--- config.mk ---
export PLATFORM = sky130hd
export DESIGN_NAME = exp_golomb_enc_k
export DESIGN_NICKNAME = d
export VERILOG_FILES = /design/src/rtl/exp_golomb_pkg.sv /design/src/rtl/exp_golomb_enc_k_lod.sv /design/src/rtl/exp_golomb_enc_k.sv
export SDC_FILE = /design/constraint.sdc
export NUM_CORES = 1
export LEC_CHECK = 0
export CAP_MARGIN = 15
export CELL_PAD_IN_SITES_DETAIL_PLACEMENT = 1
export CELL_PAD_IN_SITES_GLOBAL_PLACEMENT = 2
export CORE_AREA = 2 2 99 73
export DETAILED_ROUTE_END_ITERATION = 6
export DIE_AREA = 0 0 101 75
export HOLD_SLACK_MARGIN = 0.06
export PLACE_DENSITY_LB_ADDON = 0.1
export SLEW_MARGIN = 40
export SYNTH_ARGS = -nofsm -noshare
export SYNTH_HDL_FRONTEND = slang
export SYNTH_SLANG_ARGS = --single-unit
--- constraint.sdc ---
create_clock -name clk -period 2.4 [get_ports clk]
set_input_delay 0.48 -clock clk [delete_from_list [all_inputs] [get_ports clk]]
set_output_delay 0.48 -clock clk [all_outputs]
set_load 0.02 [all_outputs]
--- src/rtl/exp_golomb_pkg.sv ---
// Shared types and sizing helpers for the order-k exp-Golomb encoder.
// EXPG_SIGNED_EN widens the internal value by one bit for the signed-to-unsigned mapping.
package exp_golomb_pkg;

   typedef enum logic [1:0] {
      ST_IDLE   = 2'd0,
      ST_PREFIX = 2'd1,
      ST_SUFFIX = 2'd2
   } expg_state_e;

   function automatic int uw_f(input int data_w);
`ifdef EXPG_SIGNED_EN
      return data_w + 2;
`else
      return data_w + 1;
`endif
   endfunction

   function automatic int len_w_f(input int uw);
      return $clog2(2 * uw + 1);
   endfunction

   // Codeword length from MSB index n of u and effective order keff.
   function automatic int cw_len_f(input int n, input int keff);
      return 2 * n - keff + 1;
   endfunction

endpackage

--- src/rtl/exp_golomb_enc_k_lod.sv ---
// Leading-one detector: returns the bit index of the most significant set bit of vec_i.
// Purely combinational; an all-zero input reports index 0.
module expg_lod #(
   parameter int UW = 9,
   parameter int NW = $clog2(UW)
) (
   input  logic [UW-1:0] vec_i,
   output logic [NW-1:0] msb_o
);

   always_comb begin
      msb_o = '0;
      for (int i = 0; i < UW; i++) begin
         if (vec_i[i]) msb_o = NW'(i);
      end
   end

endmodule

--- src/rtl/exp_golomb_enc_k.sv ---
// Serial order-k exp-Golomb encoder, MSB-first one bit per beat; first bit one cycle after accept,
// cod_rdy_i low freezes all state, rdy_o reopens on the consumed last bit. EXPG_SIGNED_EN: signed dt_i.
module exp_golomb_enc_k
   import exp_golomb_pkg::*;
#(
   parameter  int DATA_W = 8,
   parameter  int K_MAX  = 3,
   localparam int KW     = $clog2(K_MAX + 1),
   localparam int UW     = uw_f(DATA_W),
   localparam int LEN_W  = len_w_f(UW)
) (
   input  logic              clk,
   input  logic              rst,
   input  logic [DATA_W-1:0] dt_i,
   input  logic [KW-1:0]     k_i,
   input  logic              vld_i,
   output logic              rdy_o,
   output logic              cod_o,
   output logic              cod_vld_o,
   input  logic              cod_rdy_i,
   output logic              cod_last_o,
   output logic              prc_o,
   output logic [LEN_W-1:0]  cw_len_o
);

   localparam int NW = $clog2(UW);

   localparam logic [1:0] IDLE   = 2'(ST_IDLE);
   localparam logic [1:0] PREFIX = 2'(ST_PREFIX);
   localparam logic [1:0] SUFFIX = 2'(ST_SUFFIX);

   logic [1:0]       state_q, state_d;
   logic [UW-1:0]    u_q, u_d;
   logic [NW-1:0]    idx_q, idx_d;
   logic [NW-1:0]    pcnt_q, pcnt_d;
   logic             cod_q, cod_d;
   logic             vld_q, vld_d;
   logic             last_q, last_d;
   logic             prc_q, prc_d;
   logic [LEN_W-1:0] len_q, len_d;

   logic [KW-1:0]    keff;
   logic [UW-1:0]    u_in;
   logic [NW-1:0]    n_in;
   logic [LEN_W-1:0] len_in;
   logic [NW-1:0]    idx_nx;
   logic             fire;
   logic             acc;

   always_comb begin
      keff = k_i;
      if ({1'b0, k_i} > (KW + 1)'(K_MAX)) keff = KW'(K_MAX);
   end

`ifdef EXPG_SIGNED_EN
   localparam int MW = DATA_W + 2;
   logic signed [MW-1:0] sv;
   logic        [MW-1:0] mag;

   // Zig-zag map: positives to odd codes, zero and negatives to even codes.
   assign sv   = {{2{dt_i[DATA_W-1]}}, dt_i};
   assign mag  = (sv > 0) ? MW'((sv <<< 1) - 1) : MW'(-(sv <<< 1));
   assign u_in = UW'(mag) + (UW'(1) << keff);
`else
   assign u_in = UW'(dt_i) + (UW'(1) << keff);
`endif

   expg_lod #(
      .UW (UW),
      .NW (NW)
   ) u_lod (
      .vec_i (u_in),
      .msb_o (n_in)
   );

   assign len_in = LEN_W'(cw_len_f(int'(n_in), int'(keff)));
   assign idx_nx = idx_q - NW'(1);
   assign fire   = vld_q & cod_rdy_i;
   assign rdy_o  = (state_q == IDLE) | (fire & last_q);
   assign acc    = vld_i & rdy_o;

   always_comb begin
      state_d = state_q;
      u_d     = u_q;
      idx_d   = idx_q;
      pcnt_d  = pcnt_q;
      cod_d   = cod_q;
      vld_d   = vld_q;
      last_d  = last_q;
      prc_d   = prc_q;
      len_d   = len_q;
      if (acc) begin
         // Also covers reload on the consumed last bit of the previous codeword.
         u_d   = u_in;
         idx_d = n_in;
         len_d = len_in;
         vld_d = 1'b1;
         if (n_in > NW'(keff)) begin
            state_d = PREFIX;
            pcnt_d  = n_in - NW'(keff);
            cod_d   = 1'b0;
            prc_d   = 1'b0;
            last_d  = 1'b0;
         end else begin
            state_d = SUFFIX;
            cod_d   = u_in[n_in];
            prc_d   = 1'b1;
            last_d  = (n_in == '0);
         end
      end else if (fire) begin
         case (state_q)
            PREFIX: begin
               if (pcnt_q == NW'(1)) begin
                  state_d = SUFFIX;
                  cod_d   = u_q[idx_q];
                  prc_d   = 1'b1;
                  last_d  = (idx_q == '0);
               end else begin
                  pcnt_d = pcnt_q - NW'(1);
               end
            end
            SUFFIX: begin
               if (last_q) begin
                  state_d = IDLE;
                  vld_d   = 1'b0;
                  cod_d   = 1'b0;
                  prc_d   = 1'b0;
                  last_d  = 1'b0;
               end else begin
                  idx_d  = idx_nx;
                  cod_d  = u_q[idx_nx];
                  last_d = (idx_nx == '0);
               end
            end
            default: begin
               state_d = IDLE;
               vld_d   = 1'b0;
            end
         endcase
      end
   end

   always_ff @(posedge clk or posedge rst) begin
      if (rst) begin
         state_q <= IDLE;
         u_q     <= '0;
         idx_q   <= '0;
         pcnt_q  <= '0;
         cod_q   <= 1'b0;
         vld_q   <= 1'b0;
         last_q  <= 1'b0;
         prc_q   <= 1'b0;
         len_q   <= '0;
      end else begin
         state_q <= state_d;
         u_q     <= u_d;
         idx_q   <= idx_d;
         pcnt_q  <= pcnt_d;
         cod_q   <= cod_d;
         vld_q   <= vld_d;
         last_q  <= last_d;
         prc_q   <= prc_d;
         len_q   <= len_d;
      end
   end

   assign cod_o      = cod_q;
   assign cod_vld_o  = vld_q;
   assign cod_last_o = last_q;
   assign prc_o      = prc_q;
   assign cw_len_o   = len_q;

endmodule

==> metrics.md, run 1 <==
| Metric | Value |
|---|---|
| Power Dens Cells | between 800 and 900 nW/um^2 |
| Hold crit path type | primary input to flip-flop |
| Row cnt | 25 |
| Largest family of logic cells by synthesized area | compound AO/OA/AOI/OAI gates |
| Die Y | roughly 75 um |
| Detailed placer's ending HPWL | 5370 um |
| Hold Path Depth | 3 |
| Post-Synth Simple-Gate Area | 0.205 |
| Sequential area share after synthesis | 0.311 |
| Setup violators final | 14 |
| CTS tree | done |
| Area Overhead vs Synth | 56.1% |
| Root buf cell | clkbuf_8 |
| Layout fillers | 758 |
| Critical path arrival | approximately 3.5 ns |
| Pin count of the biggest net entering global routing | 29 |
| Hold path startpoint | k_i[0] |
| Worst R2R Setup Slack | approximately 0.23 ns |
| Switch Pwr | 1.31 mW |
| Ys flop type | dfrtp_1 |
| CTS Buf Count | 3 |
| Worst-path clk slew | 0.11 ns |
| Peak supply drop | about 0.4 mV |
| CP peak stage delay | about 0.38 ns |
| Hold Vio Cnt, Final | 0 |
| Initial Utilization | 0.343 |
| First-pass DRT Iterations | 4 |
| Worst Hold End | cw_len_o[0] |
| Core area | 6570 um^2 |
| Yosys warnings | 0 |
| Reg power frac | 0.294 |
| Final #Nets | about 370 |
| Sw Share | 0.431 |
| Worst R2R Start | idx_q[1] |
| Initial antenna violation count | 0 |
| Max-Slew Margin vs Limit | 0.718 |
| Synth Area in Compound Gates | 0.223 |
| DR iter-0 viols | between 70 and 80 |
| Crit. End Element | flip-flop |
| Minimum clock period after layout | about 3.2 ns |
| Power consumption | around 3.0 mW |
| Die Width | about 100 um |
| Antenna cells | 0 |
| Routability cong. | 0.793 |
| Int Power | 1.73 mW |
| Max Fclk | 309 MHz |
| Post-synthesis xor/xnor area fraction | 0.0389 |
| Drt wl/cell | 19.1 um |
| Outcome | finished with violations |
| Die area | around 7600 um^2 |
| Most frequent cells in the layout | buf_4, nand2_1, dfrtp_1 |
| CP Depth | 16 |
| Mapped Cells | around 250 |
| First-pass GRT wire length | approximately 12000 um |
| Critical-path cell list | buf_8 -> buf_4 -> and2_4 -> ha_4 -> nand3_2 -> a21boi_2 -> o22ai_2 -> a21boi_2 -> o21ai_2 -> ha_2 -> fa_2 -> a21oi_4 -> a2111oi_4 -> a21o_2 -> o21bai_1 -> a21oi_1 |
| Number of global-route vias before repair | 2229 |
| Reg2reg path depth | 8 |
| Crit-path most repeated cell | a21boi_2 |
| Synth Cell Area | roughly 2300 um^2 |
| Syn_nets | about 280 |
| Most common cell after layout, fill and taps aside | buf_4 |
| Static leakage | around 1.6 nW |
| Crit share post-route | 1.35 |
| Worst Setup Slack, final | -0.835 ns |
| Number of enable flip-flop cells after synthesis | 0 |
| Worst slew pin tran | 0.422 ns |
| Share of cells above drive strength 1 | 0.436 |
| Worst-path fanout max | 7 |
| Final wirelength | 8120 um |
| Yosys reg bits | 28 |
| Syn Area/Cell | 8.87 um^2 |
| Post-synthesis mux area share | 0.0694 |
| Largest delay share family, worst path | compound AO/OA/AOI/OAI gates |
| CP bufs+invs | 2 |
| Clock sinks | 28 |
| CTS H-tree depth | 1 |
| Clock Skews | between 0.004 and 0.005 ns |
| Port Buffers | 23 |
| Vias | between 2000 and 2500 |
| CP Data Required Time | between 2 and 3 ns |
| CP Launch Type | primary input |
| CTS max path bufs | 2 |
| Post-Synth Adder-Cell Area | 0.0933 |
| FFs w/ async S/R, synth | 1.00 |
| Failing checks | negative setup slack |
| Vias per Instance | about 5.2 |
| Num ports | 24 |
| Antenna Nets Post-Route | 0 |
| Comb pwr share | 0.601 |
| Grt ovf | 0 |
| Sum of negative setup slack | -8.45 ns |
| GR Util All Layers | 0.200 |
| Latest clock arrival within the worst-skew pair | a little under 0.3 ns |
| RSZ-0062 raised after global routing | true |
| Max_cap viols | 0 |
| Yosys cell types | 61 |
| CP max-delay cell | fa_2 |
| Worst R2R End | cod_o |
| Slew Viols, Final | 0 |
| DRC violation count after routing | 0 |
| Clk pwr share | 0.104 |
| Critical path start-end classification | primary input to flip-flop |
layer usage:
| metal | up-vias | routed length, um | global-route usage |
|---|---|---|---|
| met5 | - | 0 | 0 |
| met4 | 0 | 112 | 0.0345 |
| met3 | 11 | 134 | 0.0269 |
| met2 | 23 | 3850 | 0.323 |
| met1 | 1108 | 4030 | 0.293 |
| li1 | 1083 | - | - |
tightest hold or removal path, delay by kind of cell:
kind | cells | cell delay [ns]
buf+inv | 2 | 0.19
compound gates | 1 | 0.07
stage by stage:
stage | worst slack [ns] | hold slack [ns] | util | std cells | cell area (um^2)
finish | -0.835 | 0.489 | 0.535 | 425 | 3510
global route | -0.957 | 0.497 | 0.535 | 425 | 3510
CTS | -0.789 | 0.499 | 0.497 | 416 | 3260
detailed placement | -1.71 | 0.471 | 0.457 | 400 | 3000
global placement | -1.66 | 0.463 | 0.457 | 400 | 3000
floorplan | -0.902 | 0.458 | - | 254 | 2340
worst max-delay path by stage:
| stage | end | startpoint | slack (ns) |
|---|---|---|---|
| 2_1_floorplan | cod_last_o | k_i[0] | -0.90 |
| 3_5_place_dp | pcnt_q[3] | k_i[0] | -1.71 |
| 6_report | pcnt_q[3] | k_i[0] | -0.84 |
| 3_3_place_gp | pcnt_q[0] | k_i[1] | -1.66 |
| 4_1_cts | pcnt_q[3] | k_i[0] | -0.79 |
| 5_1_grt | pcnt_q[3] | k_i[0] | -0.96 |
cell usage after synthesis (2+ instances only):
cell / instances / area [um^2]
buf_6: 2 / 22.5
nand2b_1: 5 / 31.3
nor3_1: 6 / 30.0
a211o_1: 2 / 17.5
a21o_2: 3 / 26.3
o21ai_0: 20 / 100
inv_1: 16 / 60.1
dfrtp_1: 28 / 701
and2_1: 2 / 12.5
o221ai_1: 2 / 17.5
xor2_1: 3 / 26.3
o21a_1: 2 / 15.0
fa_1: 3 / 60.1
nand2_1: 43 / 161
a2bb2oi_1: 2 / 17.5
and3_1: 3 / 18.8
mux2i_1: 4 / 40.0
ha_1: 12 / 150
o22ai_1: 3 / 18.8
a31oi_2: 2 / 25.0
or2_2: 4 / 25.0
nand3_1: 10 / 50.1
nor3_2: 2 / 20.0
clkbuf_1: 4 / 15.0
a21o_1: 2 / 15.0
clkbuf_8: 2 / 27.5
mux4_2: 4 / 90.1
o21ai_1: 3 / 15.0
a21oi_1: 13 / 65.1
nor2_1: 10 / 37.5
xnor2_1: 7 / 61.3
final cells by class:
| cell class | count | area (um^2) | share of cell area |
|---|---|---|---|
| multi-input cells | 200 | 1780 | 0.506 |
| repair buffers | 96 | 821 | 0.234 |
| flip-flops and latches | 28 | 701 | 0.199 |
| well taps | 81 | 101 | 0.0288 |
| inverters | 16 | 60.1 | 0.0171 |
| clock buffers | 4 | 55.1 | 0.0157 |
what timing repair did:
action                     4_1_cts  5_1_grt
pin swaps                       23       18
setup buffers                   12        9
resized for setup               44       39
setup endpoints to repair       19       16
hold buffers                     0        0
cloned                           0        0
state kept, by name, summed over array words and instances (netlist names):
name,flops
u_q,9
prc_o,1
cod_o,1
pcnt_q,4
cod_vld_o,1
cw_len_o,5
state_q,2
cod_last_o,1
idx_q,4
logic make-up (layout without fill, tap and decap cells):
| group | count (synthesis) | in the layout |
|---|---|---|
| AO/OA/AOI/OAI | 71 | 71 |
| XOR/XNOR | 10 | 10 |
| adder cells (fa/ha/maj) | 15 | 15 |
| AND/OR/NAND/NOR | 94 | 94 |
| multiplexers | 10 | 10 |
| buffers and inverters | 26 | 116 |
| flip-flops | 28 | 28 |
power groups by stage:
| stage | registers, mW | clock network (mW) | logic (mW) |
|---|---|---|---|
| 2_1_floorplan | 0.912 | 0 | 1.00 |
| 3_3_place_gp | 0.888 | 0 | 1.58 |
| 3_5_place_dp | 0.902 | 0 | 1.61 |
| 4_1_cts | 0.892 | 0.318 | 1.69 |
| 5_1_grt | 0.925 | 0.338 | 2.01 |
| 6_report | 0.896 | 0.318 | 1.83 |
Note: power is estimated with default switching activity, not from simulation.
==> run 2: changes to the inputs <==
--- a/config.mk
+++ b/config.mk
@@ -8,9 +8,10 @@
 export CAP_MARGIN = 15
 export CELL_PAD_IN_SITES_DETAIL_PLACEMENT = 1
 export CELL_PAD_IN_SITES_GLOBAL_PLACEMENT = 2
-export CORE_AREA = 2 2 99 73
+export CORE_AREA = 2 2 98 72
+export CTS_BUF_LIST = sky130_fd_sc_hd__clkbuf_4
 export DETAILED_ROUTE_END_ITERATION = 6
-export DIE_AREA = 0 0 101 75
+export DIE_AREA = 0 0 100 74
 export HOLD_SLACK_MARGIN = 0.06
 export PLACE_DENSITY_LB_ADDON = 0.1
 export SLEW_MARGIN = 40
==> constraint.sdc (replaced) <==
create_clock -name clk -period 3.4 [get_ports clk]
set_input_delay 0.68 -clock clk [delete_from_list [all_inputs] [get_ports clk]]
set_output_delay 0.68 -clock clk [all_outputs]
set_load 0.02 [all_outputs]
==> metrics.md, run 2 (synthesis results as in run 1) <==
| Metric | Value |
|---|---|
| Largest delay share family, worst path | compound AO/OA/AOI/OAI gates |
| Die Width | 100 um (-0.99%) |
| Vias per Instance | 5.22 (-0.21%) |
| Worst R2R Setup Slack | 1.03 ns (+0.80 ns) |
| Num ports | 24 (unchanged) |
| Clock sinks | 28 (unchanged) |
| Core area | 6510 um^2 (-0.95%) |
| CP max-delay cell | fa_2 |
| Sum of negative setup slack | -0.0772 ns (+8.37 ns) |
| GR Util All Layers | 0.201 (+0.000611) |
| Hold crit path type | flip-flop to flip-flop |
| Number of global-route vias before repair | 2274 (+2.0%) |
| Hold_ws | 0.508 ns (+0.0189 ns) |
| Max reg flops | 9 (unchanged) |
| Max Fclk | around 290 MHz |
| Reg2reg path depth | 8 (unchanged) |
| Comb pwr share | 0.592 (-0.009) |
| Critical path arrival | 3.73 ns (+0.28 ns) |
| Vias | 2121 (-4.7%) |
| CTS H-tree depth | 1 (unchanged) |
| CTS max path bufs | 2 (unchanged) |
| Antenna Nets Post-Route | 0 (unchanged) |
| Die Y | 74 um (-1.3%) |
| Outcome | finished with violations |
| Most frequent cells in the layout | buf_4, nand2_1, dfrtp_1 |
| Pin count of the biggest net entering global routing | 29 (unchanged) |
| Row cnt | 25 (unchanged) |
| RSZ-0062 raised after global routing | true |
| Slew Viols, Final | 0 (unchanged) |
| Static leakage | 1.40 nW (-9.5%) |
| Int Power | 1.08 mW (-37%) |
| Switch Pwr | 872 uW (-34%) |
| DRC violation count after routing | 0 (unchanged) |
| CP Data Required Time | 3.69 ns (+1.07 ns) |
| Area Overhead vs Synth | 43.7% |
| Antenna cells | 0 (unchanged) |
| DR iter-0 viols | 106 (+43%) |
| Failing checks | negative setup slack |
| Worst-path clk slew | 0.17 ns (+0.06 ns) |
| Hold path startpoint | cw_len_o[1] |
| Peak supply drop | 0.250 mV (-36%) |
| First-pass GRT wire length | 11700 um (+0.11%) |
| Max_cap viols | 0 (unchanged) |
| Worst R2R Start | idx_q[0] |
| CTS Buf Count | 3 (unchanged) |
| Hold Path Depth | 2 (-1) |
| Reg power frac | 0.330 (+0.036) |
| Critical path start-end classification | primary input to flip-flop |
| Power Dens Cells | 604 nW/um^2 (-30%) |
| Sw Share | 0.446 (+0.0149) |
| CP peak stage delay | 0.41 ns (+0.03 ns) |
| Worst Setup Slack, final | -0.0329 ns (+0.802 ns) |
| Largest Register | u_q |
| Setup violators final | 3 (-11) |
| Clock Skews | 0.00927 ns (+0.00445 ns) |
| Multi-input gate area | 1700 um^2 (-4.4%) |
| CP bufs+invs | 3 (+1) |
| Minimum clock period after layout | 3.43 ns |
| Hold Vio Cnt, Final | 0 (unchanged) |
| Routability cong. | 0.896 (+13%) |
| Storage cell area | 701 um^2 (unchanged) |
| Detailed placer's ending HPWL | 5150 um (-4.0%) |
| Crit share post-route | 1.01 |
| Worst Hold End | cw_len_o[1] |
| Most common cell after layout, fill and taps aside | buf_4 |
| First-pass DRT Iterations | 4 (unchanged) |
| Die area | 7400 um^2 (-2.3%) |
| Share of cells above drive strength 1 | 0.360 (-0.0760) |
| Final core utilization | 0.497 (-0.0377) |
| Crit. End Element | flip-flop |
| Final wirelength | 7160 um (-12%) |
| Layout fillers | 757 (-0.13%) |
| CP Launch Type | primary input |
| Final #Nets | 355 (-5.1%) |
| Worst-path fanout max | 7 (unchanged) |
| Root buf cell | clkbuf_4 |
| Initial Utilization | 0.346 (+0.00330) |
| Latest clock arrival within the worst-skew pair | 0.34 ns (+0.05 ns) |
| Drt wl/cell | 17.6 um (-7.8%) |
| Clk pwr share | 0.078 (-0.026) |
| Critical-path cell list | buf_8 -> buf_6 -> and2_4 -> ha_4 -> buf_4 -> nand2b_4 -> o221ai_2 -> o22ai_2 -> a21boi_4 -> o21ai_2 -> ha_2 -> fa_2 -> a21oi_4 -> a2111oi_4 -> a21o_2 -> o21bai_4 -> a21oi_2 |
| Worst R2R End | cod_o |
| Grt ovf | 0 (unchanged) |
| CTS tree | done |
| Max-Slew Margin vs Limit | 0.542 (-0.176) |
| Port Buffers | 23 (unchanged) |
| Worst slew pin tran | 0.688 ns (+0.266 ns) |
| Power consumption | 1.95 mW (-36%) |
| Initial antenna violation count | 0 (unchanged) |
run 2: cell count changes in the layout (fill, tap and decap cells not counted), sizes merged:
cell | before | now
clkinv | 0 | 1
clkbuf | 4 | 3
buf | 76 | 57
clkdlybuf4s50 | 16 | 17
clkdlybuf4s15 | 0 | 1
dlygate4sd2 | 3 | 1
run 2: per-layer routing:
| metal | wire (um) | vias up | global-route usage |
|---|---|---|---|
| met1 | 3570 | 1044 | 0.283 |
| met3 | 180 | 4 | 0.0291 |
| li1 | - | 1039 | - |
| met2 | 3370 | 34 | 0.342 |
| met5 | 0 | - | 0 |
| met4 | 41 | 0 | 0.0274 |
run 2: final cells by class:
class,count,share of cell area
Clock inverter,1,0.00116
Timing Repair Buffer,77,0.201
Inverter,16,0.0186
Clock buffer,3,0.00696
Tap cell,81,0.0313
Multi-Input combinational cell,200,0.525
Sequential cell,28,0.217
run 2: worst max-delay path by stage:
stage | startpoint | end | slack [ns] | cells past startpoint
5_1_grt | k_i[1] | pcnt_q[3] | -0.1 | 17
4_1_cts | dt_i[2] | pcnt_q[3] | 0.01 | 15
3_3_place_gp | k_i[1] | pcnt_q[3] | -0.80 | 16
2_1_floorplan | k_i[0] | cod_last_o | -0.10 | 14
6_report | k_i[1] | pcnt_q[3] | -0.03 | 17
3_5_place_dp | k_i[1] | pcnt_q[0] | -0.93 | 16
run 2: power by group through the flow:
| stage | Sequential (mW) | Combinational (mW) | Clock (mW) |
|---|---|---|---|
| after floorplan | 0.644 | 0.701 | 0 |
| after global placement | 0.649 | 1.04 | 0 |
| after detailed placement | 0.654 | 1.06 | 0 |
| after CTS | 0.647 | 1.11 | 0.161 |
| after global routing | 0.674 | 1.28 | 0.168 |
| final | 0.646 | 1.16 | 0.152 |
run 2: what timing repair did:
action	in CTS	in global routing
buffers inserted	8	5
endpoints found under the setup margin	11	9
hold buffers	0	0
resized for setup	35	23
pin swaps	15	22
run 2: per-stage QoR:
stage               instance area [um^2]  cells  setup WS, ns
CTS                                 3080    401        0.0113
global route                        3240    406       -0.0966
floorplan                           2320    254        -0.102
detailed placement                  2890    389        -0.928
global placement                    2890    389        -0.796
finish                              3240    406       -0.0329
run 2: tightest hold or removal path, stage by stage (launching register included):
cell and delay, ns:
dfrtp_1 0.38, nand2_1 0.05, o21ai_0 0.06
==> run 3: changes to the inputs <==
--- a/config.mk
+++ b/config.mk
@@ -8,10 +8,9 @@
 export CAP_MARGIN = 15
 export CELL_PAD_IN_SITES_DETAIL_PLACEMENT = 1
 export CELL_PAD_IN_SITES_GLOBAL_PLACEMENT = 2
-export CORE_AREA = 2 2 98 72
-export CTS_BUF_LIST = sky130_fd_sc_hd__clkbuf_4
+export CORE_AREA = 2 2 99 73
 export DETAILED_ROUTE_END_ITERATION = 6
-export DIE_AREA = 0 0 100 74
+export DIE_AREA = 0 0 101 75
 export HOLD_SLACK_MARGIN = 0.06
 export PLACE_DENSITY_LB_ADDON = 0.1
 export SLEW_MARGIN = 40
==> metrics.md, run 3 (synthesis results as in run 1) <==
| Metric | Value |
|---|---|
| Hold crit path type | flip-flop to flip-flop |
| Worst slew pin tran | 0.627 ns (-0.0603 ns) |
| CP Launch Type | primary input |
| CTS tree | done |
| Vias per Instance | 5.21 (-0.20%) |
| Hold_ws | 0.502 ns (-0.00628 ns) |
| Failing checks | negative setup slack |
| Largest delay share family, worst path | compound AO/OA/AOI/OAI gates |
| GR Util All Layers | 0.195 (-0.00591) |
| Sum of negative setup slack | -0.238 ns (-0.160 ns) |
| Worst-path fanout max | 5 (-2) |
| Max_cap viols | 0 (unchanged) |
| Clk pwr share | 0.105 (+0.027) |
| Latest clock arrival within the worst-skew pair | 0.28 ns (-0.06 ns) |
| CP peak stage delay | 0.37 ns (-0.04 ns) |
| Switch Pwr | 863 uW (-1.1%) |
| Worst-path clk slew | 0.10 ns (-0.07 ns) |
| First-pass GRT wire length | 11600 um (-0.88%) |
| Hold Vio Cnt, Final | 0 (unchanged) |
| Max-Slew Margin vs Limit | 0.582 (+0.0402) |
| Number of global-route vias before repair | 2244 (-1.3%) |
| Clock Skews | 0.00444 ns (-0.00482 ns) |
| Int Power | 1.15 mW (+6.3%) |
| Port Buffers | 23 (unchanged) |
| Root buf cell | clkbuf_8 |
| Antenna Nets Post-Route | 0 (unchanged) |
| Core area | 6570 um^2 (+0.96%) |
| Peak supply drop | 0.253 mV (+1.3%) |
| First-pass DRT Iterations | 4 (unchanged) |
| Crit. End Element | flip-flop |
| Fin cells | 407 (+0.25%) |
| Routability cong. | 0.799 (-11%) |
| Worst Setup Slack, final | -0.0800 ns (-0.0471 ns) |
| Minimum clock period after layout | 3.48 ns (+0.0471 ns) |
| Most frequent cells in the layout | buf_4, nand2_1, dfrtp_1 |
| CTS max path bufs | 2 (unchanged) |
| Die Y | 75 um (+1.4%) |
| DR iter-0 viols | 83 (-22%) |
| Critical-path cell list | buf_8 -> buf_4 -> and2_4 -> ha_4 -> a21o_4 -> a31oi_4 -> nor2_1 -> xor2_1 -> o21ai_2 -> ha_2 -> fa_2 -> a21oi_4 -> buf_6 -> nor3_4 -> a32o_1 -> mux2_4 |
| Comb pwr share | 0.576 (-0.016) |
| Met3 WL | 111 um (-38%) |
| Crit share post-route | 1.02 (+0.0139) |
| CP max-delay cell | fa_2 |
| Power Dens Cells | 608 nW/um^2 (+0.69%) |
| Pre-CTS WS | -0.880 ns (+0.0480 ns) |
| CTS Buf Count | 3 (unchanged) |
| Area Overhead vs Synth | 47.0% |
| Most common cell after layout, fill and taps aside | buf_4 |
| Critical path arrival | 3.65 ns (-0.08 ns) |
| Outcome | finished with violations |
| Largest Register | u_q |
| Grt ovf | 0 (unchanged) |
| Drt wl/cell | 17.6 um (-0.29%) |
| Final wirelength | 7150 um (about the same) |
| DRC violation count after routing | 0 (unchanged) |
| CP Data Required Time | 3.57 ns (-0.12 ns) |
| Die Width | 101 um (+1.0%) |
| Pin count of the biggest net entering global routing | 29 (unchanged) |
| Cts hold-fix bufs | 0 (unchanged) |
| CP bufs+invs | 3 (unchanged) |
| Initial Utilization | 0.343 (-0.00330) |
| Slew Viols, Final | 0 (unchanged) |
| Max Fclk | 287 MHz (-1.4%) |
| Antenna cells | 0 (unchanged) |
| Row cnt | 25 (unchanged) |
| RSZ-0062 raised after global routing | true |
| Detailed placer's ending HPWL | 5040 um (-2.1%) |
| Sw Share | 0.428 (-0.0178) |
| Num ports | 24 (unchanged) |
| CTS H-tree depth | 1 (unchanged) |
| Final core utilization | 0.504 (+0.00669) |
| Reg power frac | 0.319 (-0.011) |
| Vias | 2122 (+0.047%) |
| Initial antenna violation count | 0 (unchanged) |
| Metal2 WL | 3390 um (+0.71%) |
| Setup violators final | 4 (+1) |
| Metal-1 WL | 3630 um (+1.6%) |
| Static leakage | 1.44 nW (+2.5%) |
| Die area | 7580 um^2 (+2.4%) |
| Critical path start-end classification | primary input to flip-flop |
| Dpl cells | 391 (+0.51%) |
| Clock sinks | 28 (unchanged) |
| Final #Nets | 356 (+0.28%) |
| Share of cells above drive strength 1 | 0.371 (+0.0112) |
| Highest routed layer | met4 |
| Max reg flops | 9 (unchanged) |
run 3: changes by cell type in the layout (fill, tap and decap cells not counted), sizes merged:
| cell | before | now |
|---|---|---|
| clkbuf | 3 | 4 |
| clkinv | 1 | 0 |
| dlygate4sd2 | 1 | 2 |
| buf | 57 | 58 |
| dlymetal6s2s | 1 | 0 |
run 3: stage by stage:
stage          cell area [um^2]  power (mW)
2_1_floorplan              2320        1.34
3_3_place_gp               2900        1.69
3_5_place_dp               2900        1.71
4_1_cts                    3150        1.97
5_1_grt                    3310        2.20
6_report                   3310        2.01
run 3: area by class of cell:
cell class / count / area (um^2)
sequential: 28 / 701
inverter: 16 / 60.1
timing repair buffer: 78 / 662
tap: 81 / 101
fill: 748 / 3260
clock buffer: 4 / 55.1
multi-input combinational: 200 / 1730
run 3: repair_timing:
| action | 4_1_cts | 5_1_grt |
|---|---|---|
| buffers inserted | 6 | 7 |
| resized for setup | 45 | 21 |
| pin swaps | 15 | 14 |
| setup endpoints to repair | 11 | 9 |
run 3: final timing paths:
check                                   end  depth (start not counted)         from  slack [ns]
max in group asynchronous        state_q[1]                          3          rst        2.34
worst min register to register  cw_len_o[0]                          2  cw_len_o[0]        0.50
worst max-delay path             cod_last_o                         16       k_i[1]       -0.08
min in group asynchronous            u_q[6]                          3          rst        0.77
worst max register to register        cod_o                          8     idx_q[0]        1.11
worst min-delay path            cw_len_o[0]                          2  cw_len_o[0]        0.50
run 3: power groups by stage:
stage	logic, mW	clock network, mW	registers [mW]
finish	1.16	0.212	0.642
global route	1.29	0.231	0.674
CTS	1.10	0.221	0.644
detailed placement	1.06	0	0.649
global placement	1.04	0	0.645
floorplan	0.701	0	0.644
run 3: worst register-to-register path, stage by stage (launching register included):
cell and delay [ns]:
dfrtp_1 0.61, inv_1 0.09, ha_1 0.38, mux4_2 0.32
mux2i_1 0.15, o22ai_1 0.14, mux2_2 0.28, a31oi_1 0.14
o21ai_1 0.08
run 3: routing by layer:
| layer | up-vias | track usage |
|---|---|---|
| li1 | 1048 | - |
| met1 | 1052 | 0.286 |
| met2 | 20 | 0.320 |
| met3 | 2 | 0.0260 |
| met4 | 0 | 0.0225 |
| met5 | - | 0 |
